$ cat src/rtl/ahb_slave_ctrl_if.sv
// ahb_slave_ctrl_if: bus-side and datapath-control signals of the AHB slave-1 controller
interface ahb_slave_ctrl_if #(parameter int CNT_W = 8);
  logic             hsel_1;
  logic [1:0]       htrans;
  logic             hwrite;
  logic             hready_in;
  logic             addr_match;
  logic             sa1;
  logic             sw1;
  logic             ld_q;
  logic             sl_rdy_1;
  logic             slrsp_1;
  logic [CNT_W-1:0] wr_cnt;
  logic [CNT_W-1:0] err_cnt;
  modport slave (
    input  hsel_1, htrans, hwrite, hready_in, addr_match,
    output sa1, sw1, ld_q, sl_rdy_1, slrsp_1, wr_cnt, err_cnt
  );
  modport master (
    output hsel_1, htrans, hwrite, hready_in, addr_match,
    input  sa1, sw1, ld_q, sl_rdy_1, slrsp_1, wr_cnt, err_cnt
  );
endinterface

$ cat src/rtl/ahb_slave_ctrl.sv
// ahb_slave_ctrl: AHB-lite slave-1 control FSM with wait states, two-cycle ERROR and debug counters
module ahb_slave_ctrl #(
  parameter int WAIT_STATES = 2,
  parameter int CNT_W       = 8
) (
  input logic             clk,
  input logic             rst,
  ahb_slave_ctrl_if.slave bus
);
  typedef enum logic [2:0] {IDLE, WAIT, DATA, ERR1, ERR2} state_e;
  localparam logic [3:0] WS_M1 = (WAIT_STATES > 0) ? 4'(WAIT_STATES - 1) : 4'd0;
  state_e           state_q, state_d;
  logic [3:0]       wcnt_q, wcnt_d;
  logic             wr_q, wr_d;
  logic             ld_q;
  logic [CNT_W-1:0] wr_cnt_q, err_cnt_q;
  logic             accept, rdy, sw1;
  always_ff @(posedge clk) begin
    if (rst) begin
      state_q   <= IDLE;
      wcnt_q    <= '0;
      wr_q      <= 1'b0;
      ld_q      <= 1'b0;
      wr_cnt_q  <= '0;
      err_cnt_q <= '0;
    end else begin
      state_q   <= state_d;
      wcnt_q    <= wcnt_d;
      wr_q      <= wr_d;
      ld_q      <= sw1;
      wr_cnt_q  <= (sw1 && !(&wr_cnt_q)) ? wr_cnt_q + 1'b1 : wr_cnt_q;
      err_cnt_q <= (state_d == ERR1 && !(&err_cnt_q)) ? err_cnt_q + 1'b1 : err_cnt_q;
    end
  end
  assign accept = bus.hsel_1 & (bus.htrans inside {2'b10, 2'b11}) & bus.hready_in & rdy & ~rst;
  // Only the address phase (accept) is sampled; WAIT/ERR1 ignore the bus entirely
  always_comb begin
    state_d = state_q;
    wcnt_d  = wcnt_q;
    wr_d    = wr_q;
    case (state_q)
      WAIT: begin
        wcnt_d  = wcnt_q - 1'b1;
        state_d = (wcnt_q == 4'd0) ? DATA : WAIT;
      end
      ERR1: state_d = ERR2;
      default: begin
        if (accept && bus.addr_match) begin
          state_d = (WAIT_STATES > 0) ? WAIT : DATA;
          wcnt_d  = WS_M1;
          wr_d    = bus.hwrite;
        end else if (accept) begin
          state_d = ERR1;
          wr_d    = 1'b0;
        end else begin
          state_d = IDLE;
        end
      end
    endcase
  end
  always_comb begin
    rdy = !(state_q == WAIT || state_q == ERR1);
    sw1 = (state_q == DATA) & wr_q & ~rst;
  end
  assign bus.sa1      = accept;
  assign bus.sw1      = sw1;
  assign bus.ld_q     = ld_q;
  assign bus.sl_rdy_1 = rdy;
  assign bus.slrsp_1  = (state_q == ERR1 || state_q == ERR2);
  assign bus.wr_cnt   = wr_cnt_q;
  assign bus.err_cnt  = err_cnt_q;
endmodule

$ cat src/flat_wrapper.sv
// flat-port wrapper written by rule: the top's interface ports become plain ports
module ahb_slave_ctrl_flat 
#(
  parameter int WAIT_STATES = 2,
  parameter int CNT_W       = 8
)
  (clk, rst, bus_hsel_1, bus_htrans, bus_hwrite, bus_hready_in, bus_addr_match, bus_sa1, bus_sw1, bus_ld_q, bus_sl_rdy_1, bus_slrsp_1, bus_wr_cnt, bus_err_cnt);
  ahb_slave_ctrl_if #(.CNT_W(CNT_W)) bus_i ();
  input logic clk;
  input logic rst;
  input wire logic [$bits(bus_i.hsel_1)-1:0] bus_hsel_1;
  input wire logic [$bits(bus_i.htrans)-1:0] bus_htrans;
  input wire logic [$bits(bus_i.hwrite)-1:0] bus_hwrite;
  input wire logic [$bits(bus_i.hready_in)-1:0] bus_hready_in;
  input wire logic [$bits(bus_i.addr_match)-1:0] bus_addr_match;
  output wire logic [$bits(bus_i.sa1)-1:0] bus_sa1;
  output wire logic [$bits(bus_i.sw1)-1:0] bus_sw1;
  output wire logic [$bits(bus_i.ld_q)-1:0] bus_ld_q;
  output wire logic [$bits(bus_i.sl_rdy_1)-1:0] bus_sl_rdy_1;
  output wire logic [$bits(bus_i.slrsp_1)-1:0] bus_slrsp_1;
  output wire logic [$bits(bus_i.wr_cnt)-1:0] bus_wr_cnt;
  output wire logic [$bits(bus_i.err_cnt)-1:0] bus_err_cnt;
  assign bus_i.hsel_1 = bus_hsel_1;
  assign bus_i.htrans = bus_htrans;
  assign bus_i.hwrite = bus_hwrite;
  assign bus_i.hready_in = bus_hready_in;
  assign bus_i.addr_match = bus_addr_match;
  assign bus_sa1 = bus_i.sa1;
  assign bus_sw1 = bus_i.sw1;
  assign bus_ld_q = bus_i.ld_q;
  assign bus_sl_rdy_1 = bus_i.sl_rdy_1;
  assign bus_slrsp_1 = bus_i.slrsp_1;
  assign bus_wr_cnt = bus_i.wr_cnt;
  assign bus_err_cnt = bus_i.err_cnt;
  ahb_slave_ctrl #(.WAIT_STATES(WAIT_STATES), .CNT_W(CNT_W)) u_core (.clk(clk), .rst(rst), .bus(bus_i));
endmodule
$ cat config.mk
export PLATFORM = sky130hd
export DESIGN_NAME = ahb_slave_ctrl_flat
export DESIGN_NICKNAME = d
export VERILOG_FILES = /design/src/rtl/ahb_slave_ctrl_if.sv /design/src/rtl/ahb_slave_ctrl.sv /design/src/flat_wrapper.sv
export SDC_FILE = /design/constraint.sdc
export NUM_CORES = 1
export LEC_CHECK = 0
export BUFFER_PORTS_ARGS = -buffer_cell sky130_fd_sc_hd__buf_2
export CORE_MARGIN = 5
export CORE_UTILIZATION = 47
export DETAILED_ROUTE_END_ITERATION = 8
export PLACE_DENSITY = 0.77
export SLEW_MARGIN = 20
export SYNTH_ARGS = -nofsm -noshare
export SYNTH_HDL_FRONTEND = slang
export SYNTH_SLANG_ARGS = --single-unit
$ cat constraint.sdc
create_clock -name clk -period 1.7 [get_ports clk]
set_clock_uncertainty 0.05 [all_clocks]
set_input_delay 0.085 -clock clk [delete_from_list [all_inputs] [get_ports clk]]
set_output_delay 0.085 -clock clk [all_outputs]
set_load 0.005 [all_outputs]
==> impl_metrics.env <==
export IMPL_dr_pass1_iters=4
export IMPL_comb_power_share=0.064
export IMPL_async_reset_ff_frac=0
export IMPL_num_vias=1265
export IMPL_nets=198
export IMPL_synth_simple_area_share=0.299
export IMPL_slowest_delay_ps=550
export IMPL_seq_area_frac_synth=0.400
export IMPL_grt_pass1_vias=1155
export IMPL_overflow=0
export IMPL_seq_area_um2=503
export IMPL_synthCells=144
export IMPL_die_h_um=61.6
export IMPL_critical_path_cell_chain="nor2b_1 > or3_4 > or4_1 > a21oi_1"
export IMPL_pin_count=29
export IMPL_post_cts_buffers=0
export IMPL_vdd_drop_max_v=0.000415
export IMPL_initial_core_util=0.500
export IMPL_antenna_cells=0
export IMPL_maxSlewViolCount=0
export IMPL_final_area_um2=1600
export IMPL_numCtsBuffers=3
export IMPL_worstPathRequired_ps=1920
export IMPL_yosysWarningCount=0
export IMPL_insertion_delay_ps=320
export IMPL_cp_slowest_cell="or4_1"
export IMPL_cts_tree="done"
export IMPL_grt_max_degree=17
export IMPL_synth_mux_area_frac=0.0180
export IMPL_cts_hold_fix_buffers=0
export IMPL_status="finished, final reports clean"
export IMPL_path_buf_inv=0
export IMPL_crit_arrival_ps=1890
export IMPL_worst_setup_path_type="reg2reg"
export IMPL_fin_crit_ps=1670
export IMPL_cts_num_sinks=25
export IMPL_grt_pass1_wl_um=5020
export IMPL_drt_wl_total_um=3240
export IMPL_min_period_over_period=0.982
export IMPL_drv_cap=0
export IMPL_cp_max_fo=7
export IMPL_num_rows=18
export IMPL_cp_end_kind="flop"
export IMPL_cts_root_buf="clkbuf_4"
export IMPL_cts_buffer_depth=2
export IMPL_clkTransAtPathRegs_ps=140
export IMPL_antenna_found_initial=0
export IMPL_htreeDepth=1
export IMPL_synth_distinct_cells=31
export IMPL_core_area_um2=2500
export IMPL_syn_nets=156
export IMPL_hold_class="in2reg"
export IMPL_drtIter0Drc=76
export IMPL_synthXorXnorAreaFrac=0.0140
export IMPL_synth_compound_area_frac=0.172
export IMPL_place_gp_congestion=0.850
export IMPL_power_switching_w=0.000220
export IMPL_p_per_area_nw_per_um2=580
export IMPL_syn_area_per_cell_um2=8.68
export IMPL_synth_adder_area_share=0.0400
export IMPL_crit_path_start_kind="flop"
export IMPL_drive_gt1_frac=0.330
export IMPL_synthFlopType="dfxtp_1"
export IMPL_post_route_util=0.639
export IMPL_multi_input_area_um2=746
export IMPL_grt_usage=0.175
export IMPL_drc=0
export IMPL_slew_headroom=0.770
export IMPL_portBuffers=27
export IMPL_power_switching_share=0.237
export IMPL_clockPowerShare=0.294
export IMPL_area_delta_synth_final_pct=27.8
export IMPL_setup_violations=0
export IMPL_ant_nets=0
export IMPL_intPower_w=0.000707
export IMPL_tightest_slew_ps=343
export IMPL_fillCellCount=208
export IMPL_wire_per_inst_um=15.1
export IMPL_pre_cts_ws_ps=-50.9
export IMPL_ys_ff_latch=25
export IMPL_final_common_cell="buf_2"
export IMPL_max_freq_ghz=0.599
export IMPL_path_delay_family="simple AND/OR/NAND/NOR gates"
export IMPL_via_per_inst=5.88
export IMPL_synth_top_family_by_area="simple AND/OR/NAND/NOR gates"
export IMPL_die_width_um=61.6
export IMPL_syn_area_um2=1250
export IMPL_placed_area_um2=1500
export IMPL_setup_ws_ps=30.7
export IMPL_p_seq_frac=0.641
export IMPL_layout_common_cells="27 x buf_2, 23 x dfxtp_1, 15 x a21oi_1, 15 x buf_4, 10 x nand3_1"
export IMPL_dp_hpwl_um=2350
export IMPL_power_w=0.000927
export IMPL_synth_edff_count=0
export IMPL_total_leakage_power_nw=0.638
export IMPL_dieArea_um2=3790
export IMPL_finalHoldViolCount=0
==> timing repair <==
item,CTS,global route
endpoints found under the setup margin,1,8
resized for setup,1,13
pin swaps,0,1
==> stage by stage <==
stage,cells,TNS [ps],hold slack [ps]
floorplan,144,0,187
global placement,211,0,307
detailed placement,211,-50.9,385
CTS,215,0,23.4
global route,215,-31.2,32.7
finish,215,0,14.5
==> power by group through the flow <==
stage	Sequential (W)	Clock (W)	Combinational [W]
floorplan	0.000607	0	0.0000338
global placement	0.000607	0	0.0000551
detailed placement	0.000607	0	0.0000582
CTS	0.000594	0.000281	0.0000588
global route	0.000596	0.000306	0.0000651
finish	0.000595	0.000273	0.0000596
==> cell usage after synthesis (3+ instances only) <==
master    instances  area [µm²]
o41ai_1           4        35.0
inv_1             9        33.8
or3_1             3        18.8
nand3_1          10        50.1
a21oi_1          16        80.1
nor3_1            5        25.0
nor2_1            8        30.0
nor2b_1           3        18.8
nor4_1            3        18.8
dfxtp_1          25         500
nor3b_1           3        22.5
o21ai_0           6        30.0
ha_1              4        50.1
nand3b_1          4        30.0
o31ai_1           5        37.5
nand2_1           7        26.3
or4_1             7        52.6
==> worst reg2reg max path: stages (launching register included) <==
cell and delay, ps:
dfxtp_2 340, nor2b_1 130, or3_4 390, or4_1 550
a21oi_1 150
==> state kept, by name, indices dropped and copies added, names as in the netlist <==
name                cells
u_core.bus.err_cnt      8
u_core.bus.ld_q         1
u_core.bus.wr_cnt       8
u_core.state_q          3
u_core.wcnt_q           4
u_core.wr_q             1
==> routing by layer <==
layer	share of wire	wire length, µm	global-route usage
met3	0.055	178	0.0335
met5	0	0	0
met2	0.51	1650	0.293
met1	0.42	1370	0.210
met4	0.012	39	0.0909
==> final cells by class <==
cell class                      instances  area share
Tap cell                               30      0.0235
Multi-Input combinational cell        105       0.467
Sequential cell                        25       0.315
Clock inverter                          1     0.00470
Clock buffer                            3      0.0141
Timing Repair Buffer                   42       0.155
Inverter                                9      0.0211
==> worst paths after layout <==
kind                           from               endpoint  slack [ps]  cells after the start
setup / recovery  u_core.state_q[0]  u_core.bus.err_cnt[4]          30                      4
hold / removal           bus_hwrite            u_core.wr_q          10                      3
setup reg to reg  u_core.state_q[0]  u_core.bus.err_cnt[4]          30                      4
hold reg to reg    u_core.wcnt_q[0]       u_core.wcnt_q[0]         480                      1
==> cell families (layout without fill, tap and decap cells) <==
family,after synthesis,after routing
xor gates and xnor gates,2,2
buffers and inverters,14,55
muxes,2,2
and+or+nand+nor,62,62
DFF,25,25
AOI/OAI and AO/OA,35,35
adders and majority gates,4,4
No activity file was read; power rests on OpenSTA's default activity.
